--- config.mk ---
export PLATFORM = sky130hd
export DESIGN_NAME = booth_mul
export DESIGN_NICKNAME = d
export VERILOG_FILES = /design/src/rtl/booth_mul_pkg.sv /design/src/rtl/addsub_cla.sv /design/src/rtl/booth_mul.sv
export SDC_FILE = /design/constraint.sdc
export NUM_CORES = 1
export LEC_CHECK = 0
export ABC_CLOCK_PERIOD_IN_PS = 7300
export CAP_MARGIN = 20
export CORE_MARGIN = 2
export CORE_UTILIZATION = 25
export DETAILED_ROUTE_END_ITERATION = 7
export GPL_TIMING_DRIVEN = 0
export PLACE_DENSITY = 0.51
export SLEW_MARGIN = 20
export SYNTH_ARGS = -nofsm -noshare
export SYNTH_HDL_FRONTEND = slang
export SYNTH_SLANG_ARGS = --single-unit
--- constraint.sdc ---
create_clock -name clk -period 7.3 [get_ports clk]
set_input_delay 1.46 -clock clk [delete_from_list [all_inputs] [get_ports clk]]
set_output_delay 1.46 -clock clk [all_outputs]
set_load 0.01 [all_outputs]
--- src/rtl/booth_mul_pkg.sv ---
// Shared types for the radix-2 Booth multiplier: FSM states and the
// per-step recoding operation derived from {Q[0], q_m1}.
package booth_mul_pkg;

  typedef enum logic [1:0] {
    IDLE = 2'd0,
    RUN  = 2'd1,
    DONE = 2'd2
  } state_t;

  localparam logic [1:0] NOP = 2'b00;
  localparam logic [1:0] ADD = 2'b01;
  localparam logic [1:0] SUB = 2'b10;

  // Radix-2 Booth recoding: 01 -> add M, 10 -> subtract M, 00/11 -> nothing.
  function automatic logic [1:0] booth_op(input logic q0, input logic q_m1);
    case ({q0, q_m1})
      2'b01:   return ADD;
      2'b10:   return SUB;
      default: return NOP;
    endcase
  endfunction

endpackage

--- src/rtl/addsub_cla.sv ---
// W-bit two's-complement adder/subtractor with carry-lookahead carry chain.
// m=0: s = a + b, m=1: s = a - b (computed as a + ~b + 1).
// c is the carry out of the MSB, v the signed overflow flag.
module addsub_cla #(
  parameter int W = 8
) (
  input  logic [W-1:0] a,
  input  logic [W-1:0] b,
  input  logic         m,
  output logic [W-1:0] s,
  output logic         c,
  output logic         v
);

  logic [W-1:0] bx;
  logic [W-1:0] gen;
  logic [W-1:0] prop;
  logic [W:0]   cy;

  // Generate/propagate terms and the lookahead carry recurrence.
  always_comb begin
    bx    = b ^ {W{m}};
    gen   = a & bx;
    prop  = a ^ bx;
    cy    = '0;
    cy[0] = m;
    for (int i = 0; i < W; i++) begin
      cy[i+1] = gen[i] | (prop[i] & cy[i]);
    end
  end

  assign s = prop ^ cy[W-1:0];
  assign c = cy[W];
  assign v = cy[W] ^ cy[W-1];

endmodule

--- src/rtl/booth_mul.sv ---
// Sequential radix-2 Booth multiplier, one recoded bit per clock.
//
//   state | meaning
//   ------+--------------------------------------------------
//   IDLE  | in_ready=1, waiting for an operand handshake
//   RUN   | one Booth add/sub + arithmetic shift per cycle
//   DONE  | out_valid=1, p={ACC,Q} held until out_ready
//
// Optional macro BOOTH_MUL_UNSIGNED_EN adds port is_unsigned and widens the
// datapath to W+1 bits (operands zero- or sign-extended), running W+1 steps.
//
// ACC is only as wide as the operands, so ACC +/- M can overflow (e.g. when
// M is the most-negative value). The shift therefore inserts the true sign of
// the untruncated sum rather than the MSB of the truncated one, which keeps
// every product exact without widening the accumulator.
module booth_mul
  import booth_mul_pkg::*;
#(
  parameter int W = 8
) (
  input  logic           clk,
  input  logic           rst_n,
  input  logic           in_valid,
  output logic           in_ready,
  input  logic [W-1:0]   a,
  input  logic [W-1:0]   b,
  output logic           out_valid,
  input  logic           out_ready,
`ifdef BOOTH_MUL_UNSIGNED_EN
  input  logic           is_unsigned,
`endif
  output logic [2*W-1:0] p
);

`ifdef BOOTH_MUL_UNSIGNED_EN
  localparam int DW = W + 1;
`else
  localparam int DW = W;
`endif
  localparam int CW = $clog2(W + 2);
  localparam logic [CW-1:0] LAST = CW'(DW - 1);

  state_t state, state_nxt;

  logic [DW-1:0] acc;
  logic [DW-1:0] q;
  logic [DW-1:0] m;
  logic          q_m1;
  logic [CW-1:0] cnt;

  logic [DW-1:0] a_ext;
  logic [DW-1:0] b_ext;
  logic [1:0]    op;
  logic [DW-1:0] sum;
  logic [DW-1:0] acc_step;
  logic          sum_sign;
  logic          eff_sign;
  logic          ovf;
  logic          add_c_unused;
  logic          add_v_unused;

`ifdef BOOTH_MUL_UNSIGNED_EN
  assign a_ext = {~is_unsigned & a[W-1], a};
  assign b_ext = {~is_unsigned & b[W-1], b};
`else
  assign a_ext = a;
  assign b_ext = b;
`endif

  assign op = booth_op(q[0], q_m1);

  addsub_cla #(.W(DW)) u_addsub (
    .a (acc),
    .b (m),
    .m (op == SUB),
    .s (sum),
    .c (add_c_unused),
    .v (add_v_unused)
  );

  // Pick the Booth step result and recover the sign of the full-precision sum.
  always_comb begin
    eff_sign = m[DW-1] ^ (op == SUB);
    ovf      = (acc[DW-1] == eff_sign) && (sum[DW-1] != acc[DW-1]);
    acc_step = acc;
    sum_sign = acc[DW-1];
    if (op != NOP) begin
      acc_step = sum;
      sum_sign = ovf ? acc[DW-1] : sum[DW-1];
    end
  end

  // State register.
  always_ff @(posedge clk or negedge rst_n) begin
    if (!rst_n) state <= IDLE;
    else        state <= state_nxt;
  end

  // Next-state and handshake outputs.
  always_comb begin
    state_nxt = state;
    in_ready  = 1'b0;
    out_valid = 1'b0;
    case (state)
      IDLE: begin
        in_ready = 1'b1;
        if (in_valid) state_nxt = RUN;
      end
      RUN: begin
        if (cnt == LAST) state_nxt = DONE;
      end
      DONE: begin
        out_valid = 1'b1;
        if (out_ready) state_nxt = IDLE;
      end
      default: state_nxt = IDLE;
    endcase
  end

  // Datapath: load on accept, one add/sub + arithmetic shift per RUN cycle.
  always_ff @(posedge clk or negedge rst_n) begin
    if (!rst_n) begin
      acc  <= '0;
      q    <= '0;
      m    <= '0;
      q_m1 <= 1'b0;
      cnt  <= '0;
    end else begin
      case (state)
        IDLE: begin
          if (in_valid) begin
            m    <= a_ext;
            q    <= b_ext;
            acc  <= '0;
            q_m1 <= 1'b0;
            cnt  <= '0;
          end
        end
        RUN: begin
          acc  <= {sum_sign, acc_step[DW-1:1]};
          q    <= {acc_step[0], q[DW-1:1]};
          q_m1 <= q[0];
          cnt  <= cnt + 1'b1;
        end
        default: ;
      endcase
    end
  end

`ifdef BOOTH_MUL_UNSIGNED_EN
  assign p = out_valid ? {acc[W-2:0], q} : '0;
`else
  assign p = out_valid ? {acc, q} : '0;
`endif

endmodule

# ---- Word-level counts from Yosys, hierarchy flattened
# Cells that the tools add are included.
# Widths: inputs -> output; s select.
dict set report op_classes {
  add_sub_neg 1
  bitwise 19
  reduce_logical 8
  muxes 19
  n_eq_ne 13
}
# op n
set ops {}
lappend ops {{$pmux 8 s2} 2}
lappend ops {{$mux 8} 3}
lappend ops {{$xor 8x8->8} 3}
lappend ops {{$mux 16} 1}
lappend ops {{$ne 2x2->1 const B} 5}
lappend ops {{$pmux 4 s2} 1}
lappend ops {{$and 1x1->1} 7}
lappend ops {{$and 7x7->7} 1}
lappend ops {{$or 1x1->1} 7}
lappend ops {{$eq 2x2->1 const B} 3}
lappend ops {{$mux 2} 3}
lappend ops {{$pmux 2 s3} 1}
lappend ops {{$mux 1} 5}
lappend ops {{$add 4x1->4 const B} 1}
lappend ops {{$eq 2x1->1 const B} 2}
lappend ops {{$eq 4x3->1 const B} 1}
lappend ops {{$mux 4} 1}
lappend ops {{$pmux 2 s2} 1}
lappend ops {{$reduce_and 2->1} 2}
lappend ops {{$reduce_and 4->1} 1}
lappend ops {{$reduce_bool 2->1} 2}
lappend ops {{$reduce_and 3->1} 1}
lappend ops {{$logic_not 2->1} 1}
lappend ops {{$pmux 1 s2} 1}
lappend ops {{4 further kinds} 4}
dict set report totals {
  out_inout_bits 18
  elab_cells 67
  input_bits 20
  regBits 31
}

# ---- Longest topological paths before layout
dict set report logic_depth {
  ltp_word 25
  mapped_depth 14
  ltp_nobuf 13
}

# ---- By module
# From an unflattened synthesis, not the netlist that was laid out.
dict set report unflattened {
  hier_cells 174
  hier_area_um2 1853.0
}
# module area_per_inst_um2 instances seq_area_each_um2 cells_per_inst
set modules_own_cells {}
lappend modules_own_cells {booth_mul 1556.5 1 775.7 143}
lappend modules_own_cells {addsub_cla 296.5 1 0.0 31}

# ---- Worst setup path after synthesis
# OpenSTA, ideal clock, no wires.
dict set report synth_timing {
  path_kind {register -> register}
  startpoint {register q[0]}
  endpoint {register acc[6]}
  setup_time_ps 121
  synth_period_minus_slack_ps 4013
  arrival_ps 3892
  n_path_buf 1
  required_ps 7179
  path_stages_with_launch 14
  slack_ps 3287
  path_cell_list {dfrtp_1 -> ha_1 -> buf_6 -> mux2_2 -> fa_1 -> fa_1 -> fa_1 -> fa_1 -> fa_1 -> fa_1 -> xnor3_1 -> nor2_2 -> xnor2_1 -> o21ai_1}
}
dict set report synth_via {
  elab_chain_cells 22
  word_cells_on_any_way 25
  cone_classes {eq/ne (3); mux (3); bitwise (18); reduce/logical (1)}
}
# element line_no
set synth_lines {}
lappend synth_lines {{from (decl)} booth_mul.sv:46} ;# logic [DW-1:0] q;
lappend synth_lines {{from (signal assigned)} booth_mul.sv:133} ;# q <= b_ext;
lappend synth_lines {{from (signal assigned)} booth_mul.sv:141} ;# q <= {acc_step[0], q[DW-1:1]};
lappend synth_lines {{$eq 2x2->1 / $eq 2x1->1 (equally long branches)} booth_mul_pkg.sv:17} ;# case ({q0, q_m1})
lappend synth_lines {{$pmux 2 s2 (*)} booth_mul_pkg.sv:17}
lappend synth_lines {{$eq 2x2->1} booth_mul.sv:75} ;# .m (op == SUB),
lappend synth_lines {{$xor 8x8->8} addsub_cla.sv:22} ;# bx = b ^ {W{m}};
lappend synth_lines {{$xor 8x8->8} addsub_cla.sv:24} ;# prop = a ^ bx;
lappend synth_lines {{$and 1x1->1} addsub_cla.sv:28} ;# cy[i+1] = gen[i] | (prop[i] & cy[i]);
lappend synth_lines {{$or 1x1->1} addsub_cla.sv:28}
lappend synth_lines {{$and 1x1->1} addsub_cla.sv:28}
lappend synth_lines {{(+6 left out)} --}
lappend synth_lines {{$or 1x1->1} addsub_cla.sv:28}
lappend synth_lines {{$and 1x1->1} addsub_cla.sv:28}
lappend synth_lines {{$or 1x1->1} addsub_cla.sv:28}
lappend synth_lines {{$and 1x1->1} addsub_cla.sv:28}
lappend synth_lines {{$or 1x1->1} addsub_cla.sv:28}
lappend synth_lines {{$xor 8x8->8} addsub_cla.sv:32} ;# assign s = prop ^ cy[W-1:0];
lappend synth_lines {{$mux 8 (*)} booth_mul.sv:87} ;# if (op != NOP) begin
lappend synth_lines {{$pmux 8 s2 (*)} booth_mul.sv:129} ;# case (state)
lappend synth_lines {{to (signal assigned)} booth_mul.sv:140} ;# acc <= {sum_sign, acc_step[DW-1:1]};
lappend synth_lines {{to (decl)} booth_mul.sv:45} ;# logic [DW-1:0] acc;
# Every way passes the cells marked *; elsewhere a longest branch is shown, timed or not.
# A chain may end at the register's enable or synchronous reset.

# ---- Worst setup path in the final report
# Ends and elaborated chain as after synthesis.

==> impl_metrics.tcl <==
set metrics [dict create \
    status "completed" \
    cp_max_fo 9 \
    drv_cap 0 \
    cts.htree.levels 2 \
    grt_use_total_pct 11.41 \
    rsz0062_at_grt "false" \
    crit_path_top_delay_cell "dfrtp_1" \
    areaGrowthSynthToFinish_pct 34.30 \
    fin_ws_ns 3.116 \
    post_cts_resized 0 \
    fin_crit_sh_pct 57.32 \
    fmax_mhz 239.0 \
    drive_gt1_share_pct 13.37 \
    totalWireLength_um 3777 \
    finClkSkew_ns 0.005184 \
    clk_latency_ns 0.28 \
    nNetsFinal 229 \
    grt_pass1_wl_um 6513 \
    setup_viol 0 \
    cts_setup_buffers 0 \
    cts_buffer_depth 2 \
    cts_buffers 5 \
    pwr_density_cell_nw_per_um2 436.8 \
    yosysWarningCount 0 \
    synth_area_sq_um 1729 \
    yosysSeqAreaShare_pct 44.86 \
    synth_largest_area_cell "dfrtp_1" \
    multi_input_area_sq_um 883.3 \
    hpwl_um 2759 \
    slew_headroom_pct 60.78 \
    path_cells "ha_1, buf_6, mux2_2, fa_1, fa_1, fa_1, fa_1, fa_1, fa_1, xnor3_1, nor2_2, xnor2_1, o21ai_1" \
    p_total_mw 1.014 \
    final_antenna_net_count 0 \
    synth-seq-cells 31 \
    crit_path_frequent_cell "fa_1" \
    fillCellCount 683 \
    grt_antenna_before_repair 0 \
    critPathLaunchType "register" \
    avgSynthCellArea_sq_um 11.08 \
    die_area_sq_um 7598 \
    syn_nets 184 \
    setup_tns_ns 0 \
    tritoncts "yes" \
    portBuffers 37 \
    p_leak_nw 1.015 \
    cts_hold_buf 0 \
    cp.arrival_ns 4.35 \
    firstDrtPassIters 4 \
    gp_congestion 0.6963 \
    die_x_um 87.17 \
    slew_violations 0 \
    clkTransAtPathRegs_ns 0.07 \
    synth_top_cells_by_area "dfrtp_1, mux2i_1, fa_1" \
    dp_slack_ns 3.106 \
    coreArea_sq_um 6756 \
    n_antenna_cell 0 \
    rows 30 \
    grt_pass1_vias 1289 \
    grt_max_degree 19 \
    cts_root_buf "clkbuf_8" \
    min_from "q[7]$_DFFE_PN0P_" \
    remaining_drc_errors 0 \
    ioPinCount 38 \
    cts.sink_count 31 \
    drt_iter0_markers 74 \
    startpoint "q[0]$_DFFE_PN0P_" \
    wl_per_cell_um 13.39 \
    r2r-start "q[0]$_DFFE_PN0P_" \
    via_per_inst 4.348 \
    ir_drop_mv 0.1674 \
    tightest_slew_ns 0.5871 \
    cp-end-kind "register" \
    crit_required_ns 7.46 \
    grt_overflow 0 \
    netlist.area_leader.share_pct 44.86 \
    critical_path_class "register to register" \
    synth.distinct_cells 30 \
    syn_inst 156 \
    dr_total_vias 1226 \
    die_y_um 87.17 \
    period_needed_ns 4.184 \
    seq_area_sq_um 775.7 \
    hold_violations 0 \
    slowest_delay_ns 0.41 \
    min_path_type "register to register" \
    initial_utilization_pct 25.59 \
]
kinds of logic after synthesis:
logic type	synth area share (%)
mux	13.39
flops	44.86
fa+ha+maj	8.394
buf+inv	4.052
simple gates	13.31
compound gates	9.117
xor+xnor	6.874
registers in the layout, indices dropped and copies added, names as in the netlist:
register	cells
q	8
q_m1	1
state	2
m	8
acc	8
cnt	4
Yosys cell counts:
cell and n:
xor2_1 9, nor2_2 1, o22ai_1 2, buf_4 3
o2bb2ai_1 1, nor2_1 2, and2_1 17, o21ai_1 1
buf_2 2, xnor3_1 1, clkbuf_1 1, a21o_1 1
nor2b_1 1, nand3b_1 1, nand3_1 1, fa_1 6
nand2_1 19, mux2i_1 13, inv_1 3, a21oi_1 1
dfrtp_1 31, nand2b_1 2, ha_1 2, a22o_1 2
o21ai_0 18, o21bai_2 1, buf_6 2, xnor2_1 2
mux2_2 9, and2b_1 1
layer usage:
metal / up-vias / share of wire [%] / global-route usage, %
met3: 6 / 4.3 / 3.223
li1: 610 / - / -
met4: 0 / 1.4 / 3.776
met1: 581 / 47 / 14.96
met5: - / 0 / 0
met2: 29 / 47 / 18.18
critical path: cells and delay by family (launching register included):
kind                     cells  cell delay (ns)
XOR/XNOR                     2             0.51
adder cells (fa/ha/maj)      7             2.55
flip-flops                   1             0.41
buffers and inverters        1             0.15
multiplexers                 1             0.27
AO/OA/AOI/OAI                1             0.07
AND/OR/NAND/NOR              1             0.10
per-stage QoR:
step / util (%) / cells / area [sq um] / hold WS (ns)
final: 34.37 / 282 / 2322 / 0.5037
after global routing: 34.37 / 282 / 2322 / 0.5426
after CTS: 34.37 / 282 / 2322 / 0.5094
after detailed placement: 32.89 / 274 / 2222 / 0.4927
after global placement: 32.56 / 273 / 2200 / 0.4879
after floorplan: - / 156 / 1729 / 0.4630
placed cells by master, fill, tap and decap left out, types with 6 or more instances in the layout:
| cell type | instances |
|---|---|
| clkdlybuf4s50_1 | 36 |
| dfrtp_1 | 31 |
| nand2_1 | 19 |
| o21ai_0 | 18 |
| and2_1 | 17 |
| mux2i_1 | 13 |
| xor2_1 | 9 |
| mux2_2 | 9 |
| clkbuf_8 | 7 |
| fa_1 | 6 |
worst paths after layout:
kind,endpoint,slack [ns],depth (start not counted)
min in group asynchronous,acc[2]$_DFFE_PN0P_,1.10,1
setup / recovery,acc[6]$_DFFE_PN0P_,3.12,13
hold reg to reg,q[7]$_DFFE_PN0P_,0.50,2
max in group asynchronous,acc[6]$_DFFE_PN0P_,5.78,2
setup reg to reg,acc[6]$_DFFE_PN0P_,3.12,13
hold / removal,q[7]$_DFFE_PN0P_,0.50,2
layout make-up:
cell class                      instances  area share, %
Inverter                                3         0.4849
Sequential cell                        31          33.41
Clock buffer                            8          4.310
Tap cell                               80          4.310
Multi-Input combinational cell        114          38.04
Timing Repair Buffer                   38          16.92
Buffer                                  8          2.532
where the power goes:
part           total, mW  switching, mW  internal, mW  leakage [nW]
combinational      0.531          0.252         0.280         0.587
sequential         0.335         0.0737         0.261         0.376
clock              0.148         0.0624        0.0860        0.0515
total               1.01          0.388         0.627          1.02
(Power assumes the default switching activity.)
